===== src/rtl/regbank_pkg.sv =====
// Shared types and defaults for the register-bank write-port arbiter.
// Holds the FSM encoding, default sizing and an index-width helper.
package regbank_pkg;

    typedef enum logic {
        ST_IDLE = 1'b0,
        ST_OWN  = 1'b1
    } fsm_e;

    localparam int DEF_NUM_REQ   = 4;
    localparam int DEF_WIDTH     = 8;
    localparam int DEF_DEPTH     = 8;
    localparam int DEF_MAX_BURST = 4;

    // Bits needed to index v items; never below 1 so vectors stay legal.
    function automatic int clog2(input int v);
        int r;
        r = 0;
        while ((1 << r) < v) r++;
        return (r < 1) ? 1 : r;
    endfunction

endpackage


===== src/rtl/regbank_rr_arbiter_rr_pick.sv =====
// Combinational round-robin picker: lowest set request at or above start_i,
// wrapping to the lowest set request overall.
module rr_pick
    import regbank_pkg::*;
#(
    parameter int N = DEF_NUM_REQ
) (
    input  logic [N-1:0]          req_i,
    input  logic [clog2(N)-1:0]   start_i,
    output logic [N-1:0]          onehot_o,
    output logic                  found_o
);

    localparam int IW = clog2(N);

    logic [N-1:0] ge_mask;
    logic [N-1:0] hi_req;
    logic [N-1:0] sel_req;

    generate
        for (genvar gi = 0; gi < N; gi++) begin : g_mask
            assign ge_mask[gi] = (IW'(gi) >= start_i);
        end
    endgenerate

    // Requests at/after start win; otherwise fall back to the wrapped set.
    assign hi_req   = req_i & ge_mask;
    assign sel_req  = (|hi_req) ? hi_req : req_i;
    assign onehot_o = sel_req & (~sel_req + N'(1));
    assign found_o  = |req_i;

endmodule


===== src/rtl/regbank_rr_arbiter.sv =====
// Round-robin, burst-limited write-port arbiter in front of a reset-clearable
// register bank with one combinational read port.
module regbank_rr_arbiter
    import regbank_pkg::*;
#(
    parameter int NUM_REQ   = DEF_NUM_REQ,
    parameter int WIDTH     = DEF_WIDTH,
    parameter int DEPTH     = DEF_DEPTH,
    parameter int MAX_BURST = DEF_MAX_BURST
) (
    input  logic                              clk,
    input  logic                              reset,
    input  logic [NUM_REQ-1:0]                req,
    input  logic [NUM_REQ*clog2(DEPTH)-1:0]   wr_addr,
    input  logic [NUM_REQ*WIDTH-1:0]          wr_data,
    output logic [NUM_REQ-1:0]                gnt,
    input  logic [clog2(DEPTH)-1:0]           rd_addr,
    output logic [WIDTH-1:0]                  rd_data
);

    localparam int AW = clog2(DEPTH);
    localparam int IW = clog2(NUM_REQ);
    localparam int CW = clog2(MAX_BURST + 1);

    fsm_e             fsm_q, fsm_d;
    logic [IW-1:0]    last_q, last_d;
    logic [CW-1:0]    cnt_q, cnt_d;
    logic [WIDTH-1:0] bank_q [DEPTH];

    logic [IW-1:0]      start_idx;
    logic [IW-1:0]      gnt_idx;
    logic [NUM_REQ-1:0] last_oh;
    logic [NUM_REQ-1:0] pick_oh;
    logic               pick_found;
    logic               cont_sel;
    logic               wr_en;
    logic [AW-1:0]      wr_addr_sel;
    logic [WIDTH-1:0]   wr_data_sel;

    assign start_idx = (last_q == IW'(NUM_REQ - 1)) ? '0 : last_q + IW'(1);

    rr_pick #(
        .N(NUM_REQ)
    ) u_pick (
        .req_i    (req),
        .start_i  (start_idx),
        .onehot_o (pick_oh),
        .found_o  (pick_found)
    );

    assign last_oh  = NUM_REQ'(1) << last_q;
    assign cont_sel = (fsm_q == ST_OWN) && req[last_q] && (cnt_q < CW'(MAX_BURST));

    // Reset gates the grant so an in-flight request is abandoned immediately.
    always_comb begin
        gnt = '0;
        if (!reset)
            gnt = '0;
        else if (cont_sel)
            gnt = last_oh;
        else if (pick_found)
            gnt = pick_oh;
    end

    always_comb begin
        gnt_idx = '0;
        for (int k = 0; k < NUM_REQ; k++) begin
            if (gnt[k])
                gnt_idx = IW'(k);
        end
    end

    assign wr_en       = |gnt;
    assign wr_addr_sel = wr_addr[gnt_idx*AW +: AW];
    assign wr_data_sel = wr_data[gnt_idx*WIDTH +: WIDTH];

    // A rotate that lands back on last restarts the tenure at 1.
    always_comb begin
        fsm_d  = fsm_q;
        last_d = last_q;
        cnt_d  = cnt_q;
        if (wr_en) begin
            fsm_d  = ST_OWN;
            last_d = gnt_idx;
            cnt_d  = cont_sel ? cnt_q + CW'(1) : CW'(1);
        end else begin
            fsm_d = ST_IDLE;
            cnt_d = '0;
        end
    end

    always_ff @(posedge clk or negedge reset) begin
        if (!reset) begin
            fsm_q  <= ST_IDLE;
            last_q <= IW'(NUM_REQ - 1);
            cnt_q  <= '0;
        end else begin
            fsm_q  <= fsm_d;
            last_q <= last_d;
            cnt_q  <= cnt_d;
        end
    end

    generate
        for (genvar gi = 0; gi < DEPTH; gi++) begin : g_bank
            always_ff @(posedge clk or negedge reset) begin
                if (!reset)
                    bank_q[gi] <= '0;
                else if (wr_en && (wr_addr_sel == AW'(gi)))
                    bank_q[gi] <= wr_data_sel;
            end
        end
    endgenerate

    assign rd_data = bank_q[rd_addr];

endmodule


===== config.mk =====
export PLATFORM = sky130hd
export DESIGN_NAME = regbank_rr_arbiter
export DESIGN_NICKNAME = d
export VERILOG_FILES = /design/src/rtl/regbank_pkg.sv /design/src/rtl/regbank_rr_arbiter_rr_pick.sv /design/src/rtl/regbank_rr_arbiter.sv
export SDC_FILE = /design/constraint.sdc
export NUM_CORES = 1
export LEC_CHECK = 0
export CAP_MARGIN = 10
export CORE_UTILIZATION = 49
export CTS_CLUSTER_SIZE = 12
export DETAILED_ROUTE_END_ITERATION = 8
export PLACE_DENSITY = 0.77
export SYNTH_ARGS = -nofsm -noshare
export SYNTH_HDL_FRONTEND = slang
export SYNTH_SLANG_ARGS = --single-unit
export TNS_END_PERCENT = 20

===== constraint.sdc =====
create_clock -name clk -period 4.53 [get_ports clk]
set_input_delay 1.359 -clock clk [delete_from_list [all_inputs] [get_ports clk]]
set_output_delay 1.359 -clock clk [all_outputs]
set_load 0.01 [all_outputs]

==> Word-level counts from Yosys, hierarchy flattened <==
Index checks and enable logic that the tools add are counted.
{ "totals": {"ff_bits": 70, "latchBits": 0, "ramBits": 0, "rom_bits": 0, "inputBits": 53, "output_inout_bits": 12, "n_memories": 0} }
{ "classes": {"n_addsub": 3, "multipliers": 1, "div": 0, "n_lt_le_gt_ge": 7, "n_eq_ne": 8, "shift": 3, "n_mux": 16, "bitwise": 4, "reduce_logical": 14} }
{ "op_table": {"columns": ["operator", "n"], "rows": [
  ["32-bit by 6-bit variable part select with 8-bit output", 1],
  ["8-bit binary-select mux with 3-bit select", 1],
  ["4-bit 2-to-1 mux", 4],
  ["8-bit 2-to-1 mux", 2],
  ["3-bit == test, second input constant", 4],
  ["4-bit OR reduction", 3],
  ["12-bit by 5-bit variable part select with 3-bit output", 1],
  ["1-bit logical AND", 10],
  ["4-bit AND", 2],
  ["3-bit by 2-bit == test with 1-bit output, second input constant", 2],
  ["2-bit 2-to-1 mux", 3],
  ["3-bit 2-to-1 mux", 2],
  ["4-bit by 1-bit adder with 4-bit output, second input constant", 1],
  ["1-bit by 2-bit greater-or-equal comparator with 1-bit output, first input constant", 2],
  ["2-bit greater-or-equal comparator, first input constant", 2],
  ["4-bit greater-or-equal comparator, second input constant", 1],
  ["2-bit by 2-bit multiplier with 4-bit output, second input constant", 1],
  ["3-bit NOT with 4-bit output", 1],
  ["4-bit NOT", 1],
  ["1-bit by 2-bit left shift with 4-bit output, first input constant", 1],
  ["3-bit by 1-bit adder with 3-bit output, second input constant", 1],
  ["3-bit by 1-bit == test with 1-bit output, second input constant", 1],
  ["3-bit zero test", 1],
  ["2-bit by 3-bit < comparator with 1-bit output, second input constant", 1],
  ["other kinds (5)", 7]
]} }

==> Depth between registers and ports, before layout <==
{ "depth": {"depth_word": 19, "mapped_depth": 11} }

==> Cells and area by module <==
A second synthesis with hierarchy kept.
{ "hier_totals": {"hier_cells": 334, "area_unflattened_um2": 4286.6} }
{ "modules_own_cells": {"columns": ["module", "n_inst", "cells_each", "area_each_um2"], "rows": [
  ["regbank_rr_arbiter", 1, 316, 4172.8],
  ["rr_pick", 1, 18, 113.9]
]} }

==> Worst setup path after synthesis <==
No wires, ideal clock.
{ "synth_path": {"path_kind": "input to output", "startpoint": "input port rd_addr[0]", "endpoint": "output port rd_data[1]", "arrival_ps": 3130, "required_time_ps": 3171, "setup_slack_ps": 41, "cell_stages": 4, "path_buffers": 2, "cell_sequence": "clkbuf_1 buf_1 mux4_2 mux2_2"} }
{ "synth_between": {"elab_chain_cells": 4} }
{ "synth_lines": {"columns": ["element", "line_no", "text"], "rows": [
  ["start, declared", "regbank_rr_arbiter.sv:17", "input logic [clog2(DEPTH)-1:0] rd_addr,"],
  ["3-bit NOT with 4-bit output (not written as such)", "regbank_rr_arbiter.sv:115", "assign rd_data = bank_q[rd_addr];"],
  ["8-bit binary-select mux with 3-bit select", "regbank_rr_arbiter.sv:115", null],
  ["8-bit 2-to-1 mux (not written as such) (2 in a row)", "regbank_rr_arbiter.sv:115", null],
  ["end, declared", "regbank_rr_arbiter.sv:18", "output logic [WIDTH-1:0] rd_data"]
]} }
No other way between the ends. The select of a mux whose other input is x is not followed.

==> Worst setup path in the final report <==
{ "layout_path": {"startpoint": "input port req[2]", "endpoint": "output port gnt[1]"} }
{ "layout_between": {"elab_chain_cells": 9, "word_cells_on_any_way": 14, "classes_between": "add/sub: 1; mux: 6; bitwise: 3; reduce/logical: 4"} }
{ "layout_lines": {"columns": ["element", "line_no", "text"], "rows": [
  ["start, declared", "regbank_rr_arbiter.sv:13", "input logic [NUM_REQ-1:0] req,"],
  ["4-bit AND", "regbank_rr_arbiter_rr_pick.sv:27", "assign hi_req = req_i & ge_mask;"],
  ["4-bit OR reduction", "regbank_rr_arbiter_rr_pick.sv:28", "assign sel_req = (|hi_req) ? hi_req : req_i;"],
  ["4-bit 2-to-1 mux", "regbank_rr_arbiter_rr_pick.sv:28", null],
  ["4-bit NOT", "regbank_rr_arbiter_rr_pick.sv:29", "assign onehot_o = sel_req & (~sel_req + N'(1));"],
  ["4-bit by 1-bit adder with 4-bit output", "regbank_rr_arbiter_rr_pick.sv:29", null],
  ["4-bit AND", "regbank_rr_arbiter_rr_pick.sv:29", null],
  ["4-bit 2-to-1 mux", "regbank_rr_arbiter.sv:61", "else if (pick_found)"],
  ["4-bit 2-to-1 mux (*)", "regbank_rr_arbiter.sv:59", "else if (cont_sel)"],
  ["4-bit 2-to-1 mux (*)", "regbank_rr_arbiter.sv:57", "if (!reset)"],
  ["end, declared", "regbank_rr_arbiter.sv:16", "output logic [NUM_REQ-1:0] gnt,"]
]} }
Mark *: on every way between the ends. The rest lies on a longest branch, timed or not. The select of a mux whose other input is x is not followed.

==> run_results.csv <==
group,metric,value,unit
status,outcome,"finished, final reports clean",
timing,max_freq,224,MHz
power_and_ir_drop,vdd_drop_max,0.403,mV
floorplanning,core,0.00781,sq mm
grt,grt_pass1_vias,2913,
timing,setup_viol,0,
critical_path,path_cells,"clkdlybuf4s50_1 > mux2i_1 > o22ai_2 > or3b_2 > nand2_1 > dlygate4sd2_1",
clock_network,clk_path_buf_depth,2,
placement,dp_slack,-0.278,ns
critical_path,r2r.worst_path.cells,10,
power_and_ir_drop,p_per_area,661,mW/mm^2
route,drt_iter0_drc,172,
placement,dp.final_hpwl,6830,microns
finish,mostFrequentLayoutCells,"68 x dfrtp_1, 62 x mux2_2, 47 x clkdlybuf4s50_1",
clock_network,cts_made_buffers,9,
synth,synthDistinctLibCells,58,
grt,overflow,0,
floorplanning,die_area,0.00848,sq mm
finish,antennaDiodeCount,0,
synth,ys_seq_elements,70,
clock_network,cts_sinks,70,
synth,synth_area,0.00398,sq mm
synth,avgSynthCellArea,13.9,sq um
synth,yosysWarnings,0,
timing,setup_ws,0.0575,ns
finish,drive_above_1_share,38.6,%
power_and_ir_drop,leakagePower,2.24,nW
timing,drv_slew,0,
timing,finalWorstPathRequiredPeriod,4.47,ns
route,dr.pass1.iters,5,
critical_path,max_stage_delay,0.51,ns
floorplanning,die_w,92.1,microns
critical_path,end_kind,"primary output",
min_path,worst_hold_path.num_cells,1,
timing,period_share,98.7,%
clock_network,post_cts.repair.setup_buffers,0,
grt,antenna_found_initial,0,
synth,synth-edff-count,0,
timing,relSlewSlack,41.8,%
grt,grt_pass1_wl,15000,microns
route,wirelength,9410,microns
placement,globalplace.congestion,0.812,
synth,synth_seq_area_share,44.1,%
clock_network,root_buffer,"clkbuf_8",
placement,io_buffers,64,
critical_path,worstPathMaxFanout,6,
critical_path,critPathRequiredTime,3.17,ns
synth,synth-main-ff-cell,"dfrtp_1",
critical_path,cpMaxStageDelayCell,"or3b_2",
route,ant_nets,0,
critical_path,cp.arrival,3.11,ns
timing,fin_hold_ws,0.458,ns
finish,fin_nets,444,
finish,finalNonFillerCells,491,
timing,worst_pin_slew,0.874,ns
floorplanning,rows,32,
grt,grt_max_degree,71,
route,vias_per_cell,5.83,
clock_network,cts.clk_slew.worst_paths,0.07,ns
timing,setup_tns,0,ns
critical_path,crit_path_start_kind,"input port",
finish,final_common_cell,"dfrtp_1",
timing,rsz0062_at_grt,"yes",
finish,area_delta_synth_final,30.6,%
timing,finalHoldViolCount,0,
grt,track_usage,23.4,%
run,max_cap_viol_count,0,
power_and_ir_drop,total_power,3.43,mW
placement,place_inst,475,
clock_network,h-tree-depth,3,
timing,worst_clock_skew,0.00671,ns
floorplanning,initial_core_util,51.0,%
floorplanning,die_h,92.1,microns
synth,syn_nets,347,
critical_path,path_class,"input port to primary output",
clock_network,cts_tree,"done",
synth,syn_inst,287,
route,post_drt_wl_per_cell,19.2,microns
synth,async_flop_share,100,%
route,vias,2862,
floorplanning,io_pins,65,
min_path,hold_path.class,"register to register",
route,drc,0,
clock_network,clk_latency,0.33,ns
## area by class of cell
type / instances / area [sq um]
clock buffer: 11 / 131
clock inverter: 5 / 58.8
fill: 569 / 2610
inverter: 9 / 33.8
multi-input combinational: 196 / 2140
sequential: 70 / 1750
tap: 102 / 128
timing repair buffer: 98 / 952
## cell families (layout without fill, tap and decap cells)
logic type / count (synthesis) / count (layout) / synth area share, %
AOI/OAI and AO/OA: 41 / 41 / 8.58
adders and majority gates: 7 / 7 / 2.20
buffers and inverters: 21 / 123 / 2.30
DFF: 70 / 70 / 44.1
muxes: 103 / 103 / 33.4
and+or+nand+nor: 45 / 45 / 9.40
## critical path, delay by kind of cell
family	cells	cell delay [ns]
AO/OA/AOI/OAI	1	0.17
buffers and inverters	2	0.74
multiplexers	1	0.23
AND/OR/NAND/NOR	2	0.61
## repair_timing
item                                   in CTS  in global routing
hold buffers                                0                  0
setup endpoints to repair                  12                 12
pin swaps                                   1                  1
gates cloned                                0                  0
gates resized for setup                    12                  5
endpoints found under the hold margin       0                  0
## layer usage
metal / share of wire [%] / vias to the layer above / track usage, %
li1: - / 1303 / -
met1: 45 / 1446 / 30.7
met2: 48 / 95 / 39.2
met3: 4.4 / 18 / 5.31
met4: 2.2 / 0 / 5.99
met5: 0 / - / 0
## sequential cells by signal (all words and copies together) (netlist names)
| register | flops |
|---|---|
| bank_q | 64 |
| fsm_q | 1 |
| cnt_q | 3 |
| last_q | 2 |
## path summary, 6_finish.rpt
kind,to,from,slack (ns)
setup reg to reg,bank_q[12],last_q[0],0.81
setup / recovery,gnt[1],req[2],0.06
max in group asynchronous,bank_q[23],reset,2.47
hold / removal,cnt_q[0],cnt_q[0],0.46
hold reg to reg,cnt_q[0],cnt_q[0],0.46
min in group asynchronous,bank_q[28],reset,1.48
## Yosys cell counts, drive strengths merged (2+ instances only)
| cell type | n | share of area, % |
|---|---|---|
| mux2 | 73 | 21 |
| dfrtp | 68 | 43 |
| mux4 | 16 | 9.1 |
| mux2i | 14 | 3.6 |
| inv | 9 | 0.85 |
| a21oi | 8 | 1.0 |
| buf | 7 | 0.97 |
| ha | 7 | 2.2 |
| o32ai | 7 | 1.5 |
| nand2 | 6 | 0.57 |
| clkbuf | 5 | 0.47 |
| nor2b | 5 | 0.97 |
| o21ai | 5 | 0.63 |
| and3 | 4 | 0.63 |
| nand4 | 4 | 1.1 |
| nor4 | 4 | 2.1 |
| a21boi | 3 | 0.57 |
| a31oi | 3 | 0.79 |
| nand3 | 3 | 0.38 |
| nor2 | 3 | 0.28 |
| nor3 | 3 | 0.50 |
| o31ai | 3 | 0.91 |
| or3b | 3 | 0.66 |
| dfstp | 2 | 1.3 |
| nand2b | 2 | 0.50 |
| o211ai | 2 | 0.38 |
| or4b | 2 | 0.50 |
## through the flow
stage	area (sq um)	utilization (%)
6_report	5190	66.5
5_1_grt	5190	66.5
4_1_cts	5180	66.4
3_5_place_dp	5000	64.1
3_3_place_gp	5000	64.1
2_1_floorplan	3980	-
## report_power, final
| group | internal [mW] | switching, mW |
|---|---|---|
| clock | 0.256 | 0.228 |
| combinational | 0.967 | 0.855 |
| sequential | 0.955 | 0.173 |
| total | 2.18 | 1.26 |
Note: power is estimated with default switching activity, not from simulation.
